$ cat config.mk
export PLATFORM = sky130hd
export DESIGN_NAME = button_debouncer
export DESIGN_NICKNAME = d
export VERILOG_FILES = /design/src/rtl/button_debouncer.sv
export SDC_FILE = /design/constraint.sdc
export NUM_CORES = 1
export LEC_CHECK = 0
export ABC_AREA = 1
export BUFFER_PORTS_ARGS = -buffer_cell sky130_fd_sc_hd__buf_2
export CAP_MARGIN = 20
export CORE_MARGIN = 1.5
export CORE_UTILIZATION = 26
export CTS_CLUSTER_SIZE = 20
export DETAILED_ROUTE_END_ITERATION = 10
export PLACE_DENSITY = 0.42
export SETUP_SLACK_MARGIN = 0.4
export SLEW_MARGIN = 30
export SYNTH_ARGS = -nofsm -noshare
export SYNTH_HDL_FRONTEND = slang
export SYNTH_SLANG_ARGS = --single-unit
$ cat constraint.sdc
create_clock -name clk -period 1.33 [get_ports clk]
set_input_delay 0.0665 -clock clk [delete_from_list [all_inputs] [get_ports clk]]
set_output_delay 0.0665 -clock clk [all_outputs]
set_load 0.01 [all_outputs]
$ cat src/rtl/button_debouncer.sv
// button_debouncer: 2-FF synchroniser plus 4-state stability FSM; optional glitch counter via BTN_DEBOUNCE_GLITCH_CNT_EN
module button_debouncer #(
  parameter int STABLE_CYCLES = 16,
  parameter int CNT_W = $clog2(STABLE_CYCLES) + 1
) (
  input  logic clk,
  input  logic reset,
  input  logic btn_in,
  output logic btn_clean,
  output logic btn_sync
`ifdef BTN_DEBOUNCE_GLITCH_CNT_EN
  ,
  output logic [7:0] glitch_cnt
`endif
);
  typedef enum logic [1:0] {IDLE_LO, WAIT_HI, IDLE_HI, WAIT_LO} state_t;
  localparam logic [CNT_W-1:0] LAST = CNT_W'(STABLE_CYCLES - 1);
  logic sync1, sync2;
  state_t state;
  logic [CNT_W-1:0] cnt;
  assign btn_sync = sync2;
  // bring the raw level into the clk domain; nothing may sit between the two flops
  always_ff @(posedge clk or posedge reset)
    if (reset) begin
      sync1 <= 1'b0;
      sync2 <= 1'b0;
    end else begin
      sync1 <= btn_in;
      sync2 <= sync1;
    end
  // qualify each level change for STABLE_CYCLES samples; btn_clean registered alongside the state
  always_ff @(posedge clk or posedge reset)
    if (reset) begin
      state <= IDLE_LO;
      cnt <= '0;
      btn_clean <= 1'b0;
    end else begin
      case (state)
        IDLE_LO:
          if (sync2) begin
            state <= WAIT_HI;
            cnt <= CNT_W'(1);
          end else cnt <= '0;
        WAIT_HI:
          if (!sync2) begin
            state <= IDLE_LO;
            cnt <= '0;
          end else if (cnt == LAST) begin
            state <= IDLE_HI;
            cnt <= '0;
            btn_clean <= 1'b1;
          end else cnt <= cnt + CNT_W'(1);
        IDLE_HI:
          if (!sync2) begin
            state <= WAIT_LO;
            cnt <= CNT_W'(1);
          end
        WAIT_LO:
          if (sync2) begin
            state <= IDLE_HI;
            cnt <= '0;
          end else if (cnt == LAST) begin
            state <= IDLE_LO;
            cnt <= '0;
            btn_clean <= 1'b0;
          end else cnt <= cnt + CNT_W'(1);
        default: begin
          state <= IDLE_LO;
          cnt <= '0;
          btn_clean <= 1'b0;
        end
      endcase
    end
`ifdef BTN_DEBOUNCE_GLITCH_CNT_EN
  logic abort;
  assign abort = (state == WAIT_HI && !sync2) || (state == WAIT_LO && sync2);
  // count aborted qualifications, saturating so a noisy line never appears clean again
  always_ff @(posedge clk or posedge reset)
    if (reset) glitch_cnt <= '0;
    else if (abort && glitch_cnt != 8'hff) glitch_cnt <= glitch_cnt + 8'd1;
`endif
endmodule

# Yosys cells after proc, flatten, opt, wreduce, memory -nomap -nowiden
# Cells that the tools add are included.
[op_classes] n_addsub=1 n_mul=0 div=0 n_lt_le_gt_ge=0 eq_ne=12 shifts=0 n_mux=18 n_bitwise=0 reduce_logical=4
[ops] operator="$mux W5" n=4
[ops] operator="$pmux W5 S4" n=1
[ops] operator="$mux W2" n=6
[ops] operator="$ne A2 B2 Y1 const B" n=6
[ops] operator="$pmux W2 S4" n=1
[ops] operator="$ne A3 B3 Y1 const B" n=2
[ops] operator="$add A5 B1 Y5 const B" n=1
[ops] operator="$eq A5 B4 Y1 const B" n=1
[ops] operator="$mux W1" n=5
[ops] operator="$reduce_and A5 Y1" n=1
[ops] operator="$eq A2 B2 Y1 const B" n=2
[ops] operator="$reduce_and A4 Y1" n=1
[ops] operator="$eq A2 B1 Y1 const B" n=1
[ops] operator="$logic_not A2 Y1" n=1
[ops] operator="$pmux W1 S2" n=1
[ops] operator="$reduce_bool A2 Y1" n=1
[totals] regBits=10 latch_bits=0 ramBits=0 romBits=0 out_inout_bits=2 elab_cells=40 n_memories=0

# Depth between registers and ports, before layout
# Gate-level depths: netlist of run 1.
[logic_depth] word_depth=4 depth_mapped=6 ltp_nobuf=6

# Worst setup path after synthesis of run 1
# OpenSTA, ideal clock, no wires.
[synth_path] path_type="reg-to-reg" startpoint="reg cnt[0]" endpoint="reg cnt[3]" setup_time_ns=0.073 arrival_time_ns=1.037 required_time_ns=1.257 setup_slack_ns=0.220 stages_incl_launch_ff=7 n_path_buf=0 path_cell_list="dfrtp_1 -> ha_1 -> nand3_1 -> nor2_1 -> nor2_2 -> nand2_1 -> a21oi_2"
[synth_between] elab_chain_len=4 elab_cells_between_ends=6 cone_classes="add/sub (1); eq/ne (1); mux (4)"
[synth_lines] element="from (decl)" line="20" text="logic [CNT_W-1:0] cnt;"
[synth_lines] element="from (signal assigned)" line="52" text="end else cnt <= cnt + CNT_W'(1);"
[synth_lines] element="from (signal assigned)" line="66" text="end else cnt <= cnt + CNT_W'(1);"
[synth_lines] element="$add A5 B1 Y5 or $eq A5 B4 Y1 (tied branches)"
[synth_lines] element="$mux W5 (*)" line="48, 62"
[synth_lines] element="$mux W5, on equally long branches" line="59, 45"
[synth_lines] element="$pmux W5 S4 (*)" line="38" text="case (state)"
# Mark *: on every way between the ends. The rest lies on a longest branch, timed or not.
# A chain may end at the register's enable or synchronous reset.

# Final worst setup path of run 1
# Ends and elaborated chain as after synthesis.

==> results of run 1 <==
[routing by layer]
| layer | up-vias | GRT usage [%] | share of wire, % |
|---|---|---|---|
| li1 | 208 | - | - |
| met1 | 176 | 15.3 | 48 |
| met2 | 8 | 17.5 | 45 |
| met3 | 2 | 5.88 | 4.4 |
| met4 | 0 | 5.14 | 2.3 |
| met5 | - | 0 | 0 |
[worst paths after layout]
path / from / endpoint / slack (ns) / cells past startpoint
hold / removal: reset / sync1$_DFF_PP0_ / 0.32 / 3
setup reg to reg: cnt[0]$_DFFE_PP0P_ / cnt[3]$_DFFE_PP0P_ / 0.25 / 6
hold reg to reg: sync1$_DFF_PP0_ / btn_sync$_DFF_PP0_ / 0.35 / 0
max in group asynchronous: reset / async pin / 0.73 / 3
min in group clk: sync1$_DFF_PP0_ / btn_sync$_DFF_PP0_ / 0.35 / 0
setup / recovery: cnt[0]$_DFFE_PP0P_ / cnt[3]$_DFFE_PP0P_ / 0.25 / 6
[worst max-delay path: stages (launching register included)]
cell	delay (ns)
dfrtp_1	0.41
ha_4	0.20
nand3_2	0.09
nor2_2	0.04
nor2_2	0.10
nand2_1	0.08
a21oi_2	0.11
[repair_timing]
action                                  in CTS  in global routing
resized for setup                            7                  3
buffers inserted                             4                  1
hold buffers                                 2                  0
gates cloned                                 0                  0
hold endpoints to repair                    11                  0
endpoints found under the setup margin       8                  9
pin swaps                                    4                  2
[placed cells by master (no fill, tap or decap), types with 3 or more instances in the layout]
master / count
buf_4: 5
buf_2: 4
a21oi_1: 3
nor2_1: 4
clkbuf_4: 3
nand2_2: 3
inv_1: 6
inv_2: 4
dfrtp_1: 10
nand2_1: 7
[power by group]
group	switching (mW)	leakage (nW)	internal [mW]
logic	0.0308	0.185	0.0271
clock network	0.101	0.0138	0.104
registers	0.00835	0.131	0.312
[registers in the layout, summed over array words and instances (netlist names), named ones only]
name       count
sync1          1
cnt            5
state          1
btn_sync       1
btn_clean      1
[final cells by class]
type / instances / area, um^2
repair buffers: 11 / 77.6
inverters: 10 / 37.5
well taps: 25 / 31.3
multi-input cells: 36 / 269
flip-flops and latches: 10 / 250
fillers: 179 / 1060
clock buffers: 3 / 22.5
[synth_stat cells]
cell type | number | area, um^2
dfrtp_1 | 10 | 250
o21bai_1 | 1 | 7.51
nand2_1 | 9 | 33.8
inv_2 | 1 | 3.75
nor2_2 | 2 | 12.5
a21oi_2 | 1 | 8.76
nand2_2 | 2 | 12.5
inv_1 | 9 | 33.8
o21ai_1 | 2 | 10.0
nand4_2 | 1 | 12.5
nand3_2 | 1 | 10.0
o21ai_0 | 2 | 10.0
nand3_1 | 3 | 15.0
ha_1 | 1 | 12.5
nand3b_1 | 1 | 7.51
a21oi_1 | 4 | 20.0
a21boi_1 | 1 | 7.51
nor2_1 | 5 | 18.8
[logic make-up (layout without fill, tap and decap cells)]
kind of cell	count (synthesis)	count (layout)	share of synthesized area [%]
fa+ha+maj	1	1	2.57
buf+inv	10	24	7.71
simple gates	24	24	25.2
flops	10	10	51.4
compound gates	11	11	13.1
==> flow_summary_export.csv, run 1 <==
group,metric,value,unit
run_status,status,"finished clean",
clock_network,cts.sinks,10,
clock_network,htree_levels,1,
timing,min_period,1.08,ns
yosys,ys_seq_elements,10,
clock_network,clkTransAtPathRegs,0.07,ns
placed_design,dp_slack,0.186,ns
route,vias,394,
grt,grt_pass1_vias,395,
timing,setup_ws,0.252,ns
yosys,synth_area_per_cell,8.69,um^2
clock_network,tritoncts,"yes",
cells_and_area,nets,76,
cells_and_area,final_core_util,39.4,%
yosys,ys_seq_area_share,51.4,%
yosys,syn_inst,56,
clock_network,insertion_delay,0.26,ns
route,dr.pass1.iters,3,
power,power,0.583,mW
clock_network,clockRootBuffer,"clkbuf_4",
cells_and_area,fin_area,688,um^2
placed_design,port_buffers,4,
die,rows,15,
cells_and_area,final_layout_size_suffix_gt1_share,44.3,%
clock_network,cts_buffer_depth,2,
cells_and_area,area_growth_syn_to_layout,41.4,%
worst_setup_path,crit_type,"reg -> reg",
worst_hold_path,hold_path.class,"in -> async",
timing,finalHoldViolations,0,
grt,grt_usage,12.1,%
route,viasPerCell,4.15,
die,die_x,46.3,um
yosys,yosysWarnings,0,
die,fp.dieArea,2140,um^2
route,drc,0,
die,start_util,27.9,%
power,total_leakage_power,0.329,nW
timing,skew,0.00558,ns
timing,tightest_slew,0.392,ns
timing,rsz0062_at_grt,"yes",
power,irDropWorstVdd,0.550,mV
route,avgRoutedWirePerCell,10.7,um
route,first_iter_violations,3,
placed_design,gp_congestion,0.722,
grt,grt_overflow,0,
timing,holdWs,0.316,ns
cells_and_area,layoutNonFillerInstCount,95,
timing,final-setup-viol-count,0,
timing,slew_headroom,73.9,%
power,power.density,848,nW/um^2
placed_design,placed_area,569,um^2
timing,period_share,81.1,%
yosys,synthesis.area,487,um^2
worst_setup_path,cp.required,1.53,ns
worst_setup_path,crit_arrival,1.28,ns
placed_design,hpwlAfterDp,708,um
worst_setup_path,worstPathMaxFanout,3,
grt,antenna_found_initial,0,
die,io_pins,5,
route,ant_nets,0,
die,die_y,46.3,um
cells_and_area,insertedDiodeCount,0,
placed_design,dp_cells,85,
timing,setup_tns,0,ns
job,maxCapViolations,0,
worst_setup_path,startpoint_type,"flop",
grt,grt_first_pass_wirelength,1720,um
route,routed_wl,1010,um
timing,slew_violations,0,
timing,max_clock_freq,928,MHz
clock_network,cts_buffers,3,
grt,grt_max_degree,11,
yosys,ys_types,18,
die,core_area,1750,um^2
yosys,syn_nets,60,
worst_setup_path,crit_path_end_kind,"flop",
No activity file was read; power rests on OpenSTA's default activity.
==> inputs of run 2 (changes only) <==
PLACE_DENSITY = 0.43   (was 0.42)
clock period = 0.96 ns   (was 1.33 ns; I/O delays follow)
==> run 2 against run 1 <==
The flow now finishes with violations (negative hold slack, negative setup slack). Register-to-register slack worse by 0.38 ns. Die area is the same. Critical path depth did not move. Final cell count increased by 6.3%. First-iteration DRC count decreased by 33%. Critical endpoint unchanged.
==> flow_summary_export.csv, run 2 (synthesized netlist as in run 1, its figures left out) <==
group,metric,value,unit
grt,antenna_found_initial,0,
worst_setup_path,crit_arrival,1.28,ns
worst_setup_path,ff2ff_setup_slack,-0.12,ns
route,drc,0,
die,start_util,27.9,%
worst_setup_path,cpMaxStageDelayCell,"dfrtp_1",
timing,period_share,113,%
timing,rsz0062_at_grt,"yes",
timing,min_period,1.08,ns
clock_network,postCtsHoldBufs,1,
cells_and_area,top_register,"cnt",
worst_setup_path,startpoint_type,"flop",
timing,tightest_slew,0.415,ns
power,irDropWorstVdd,0.670,mV
worst_setup_path,worstReg2RegEnd,"cnt[3]$_DFFE_PP0P_",
run_status,violations,"negative hold slack, negative setup slack",
route,routed_wl,993,um
route,first_iter_violations,2,
placed_design,dp_slack,-0.121,ns
worst_setup_path,crit_path_end_kind,"flop",
route,ant_nets,0,
die,fp.dieArea,2140,um^2
power,power,0.799,mW
cells_and_area,fin_area,721,um^2
worst_setup_path,reg2regPathDepth,6,
cells_and_area,nets,82,
clock_network,htree_levels,1,
placed_design,port_buffers,4,
grt,grt_pass1_vias,387,
timing,setup_ws,-0.124,ns
worst_setup_path,worst-path-buf-inv,0,
route,dr.pass1.iters,2,
die,io_pins,5,
cells_and_area,most-common-layout-cells,"buf_4, dfrtp_1, inv_1, nand2_1",
timing,skew,0.00326,ns
route,maxUsedRoutingLayer,"met3",
route,met1_length,490,um
route,vias,427,
placed_design,gp_congestion,0.698,
route,met2WireLength,455,um
cells_and_area,area_growth_syn_to_layout,48.1,%
cells_and_area,largest_reg_flops,5,
route,met3_length,46,um
timing,slew_violations,0,
cells_and_area,insertedDiodeCount,0,
worst_setup_path,path_cells,"ha_4 > nand3_2 > nor2_2 > nor2_2 > nand2_1 > a21oi_2",
die,die_y,46.3,um
route,avgRoutedWirePerCell,9.83,um
clock_network,tritoncts,"yes",
worst_setup_path,r2r-start,"cnt[0]$_DFFE_PP0P_",
grt,grt_first_pass_wirelength,1700,um
clock_network,cts_buffer_depth,2,
worst_hold_path,hold_path.class,"in -> async",
placed_design,placed_area,644,um^2
grt,grt_overflow,0,
grt,grt_usage,12.2,%
clock_network,cts_buffers,3,
worst_setup_path,crit_type,"reg -> reg",
die,die_x,46.3,um
die,core_area,1750,um^2
cells_and_area,fillers,181,
timing,holdWs,-0.236,ns
cells_and_area,final_layout_size_suffix_gt1_share,48.7,%
die,rows,15,
clock_network,clkTransAtPathRegs,0.06,ns
placed_design,hpwlAfterDp,774,um
timing,final-setup-viol-count,8,
timing,finalHoldViolations,10,
worst_setup_path,cp.required,1.15,ns
worst_setup_path,worstPathMaxFanout,3,
worst_setup_path,cp_slowest_stage_delay,0.41,ns
job,maxCapViolations,0,
worst_setup_path,path_delay_family,"flip-flops",
clock_network,cts.sinks,10,
worst_setup_path,cpMostUsedCell,"nor2_2",
clock_network,clockRootBuffer,"clkbuf_4",
timing,max_clock_freq,922,MHz
power,total_leakage_power,0.357,nW
power,power.density,1110,nW/um^2
route,viasPerCell,4.23,
clock_network,insertion_delay,0.26,ns
grt,grt_max_degree,11,
timing,slew_headroom,72.3,%
cells_and_area,final_common_cell,"buf_4",
run_status,status,"complete, but fails checks",
==> run 2: cell types whose count changed in the layout (fill, tap and decap cells not counted) <==
cell           previous run  this run
inv_2                     4         3
o21bai_1                  0         1
buf_4                     5        12
dfrtp_2                   0         1
o21bai_4                  1         0
dlygate4sd3_1             2         1
inv_1                     6         7
dfrtp_1                  10         9
==> run 2: metrics by stage <==
stage	std cells	hold WS, ns	TNS [ns]	utilization, %
CTS	101	-0.227	-0.644	40.6
global placement	95	0.0686	-0.706	36.9
floorplan	56	-0.112	-0.182	-
finish	101	-0.236	-0.659	41.3
detailed placement	95	0.0628	-0.606	36.9
global route	101	-0.223	-1.21	41.3
==> run 2: worst max path at each step <==
| stage | startpoint | to | slack, ns | cells past startpoint |
|---|---|---|---|---|
| 3_5_place_dp | cnt[1]$_DFFE_PP0P_ | cnt[0]$_DFFE_PP0P_ | -0.12 | 4 |
| 5_1_grt | cnt[1]$_DFFE_PP0P_ | cnt[3]$_DFFE_PP0P_ | -0.19 | 6 |
| 4_1_cts | cnt[0]$_DFFE_PP0P_ | cnt[3]$_DFFE_PP0P_ | -0.14 | 6 |
| 6_report | cnt[0]$_DFFE_PP0P_ | cnt[3]$_DFFE_PP0P_ | -0.12 | 6 |
| 2_1_floorplan | cnt[0]$_DFFE_PP0P_ | cnt[3]$_DFFE_PP0P_ | -0.06 | 6 |
| 3_3_place_gp | cnt[1]$_DFFE_PP0P_ | cnt[0]$_DFFE_PP0P_ | -0.14 | 4 |
==> run 2: timing repair <==
item                       4_1_cts  5_1_grt
hold endpoints to repair        11       10
setup buffers                    2        0
setup endpoints to repair       10       10
pin swaps                        5        0
gates resized for setup          5        4
==> run 2: area by class of cell <==
class                           count  area (um^2)  area share, %
Timing Repair Buffer               17          120           16.7
Sequential cell                    10          251           34.9
Clock buffer                        3         22.5           3.13
Tap cell                           25         31.3           4.34
Inverter                           10         37.5           5.21
Multi-Input combinational cell     36          258           35.8
==> run 2: power by group <==
| group | leakage, nW | internal (mW) | total [mW] | switching, mW |
|---|---|---|---|---|
| registers | 0.129 | 0.432 | 0.442 | 0.0104 |
| logic | 0.215 | 0.0358 | 0.0766 | 0.0408 |
| clock network | 0.0138 | 0.145 | 0.280 | 0.135 |
| total | 0.357 | 0.612 | 0.799 | 0.187 |
==> run 2: worst reg2reg max path, cell delays in order (launching register included) <==
cell,delay (ns)
dfrtp_1,0.41
ha_4,0.19
nand3_2,0.08
nor2_2,0.04
nor2_2,0.11
nand2_1,0.07
a21oi_2,0.11
==> run 2: routing by layer <==
layer  track usage (%)  vias to the layer above
li1                  -                      221
met2              18.1                        7
met3              7.06                        0
met4              3.43                        0
met5                 0                        -
met1              14.9                      199
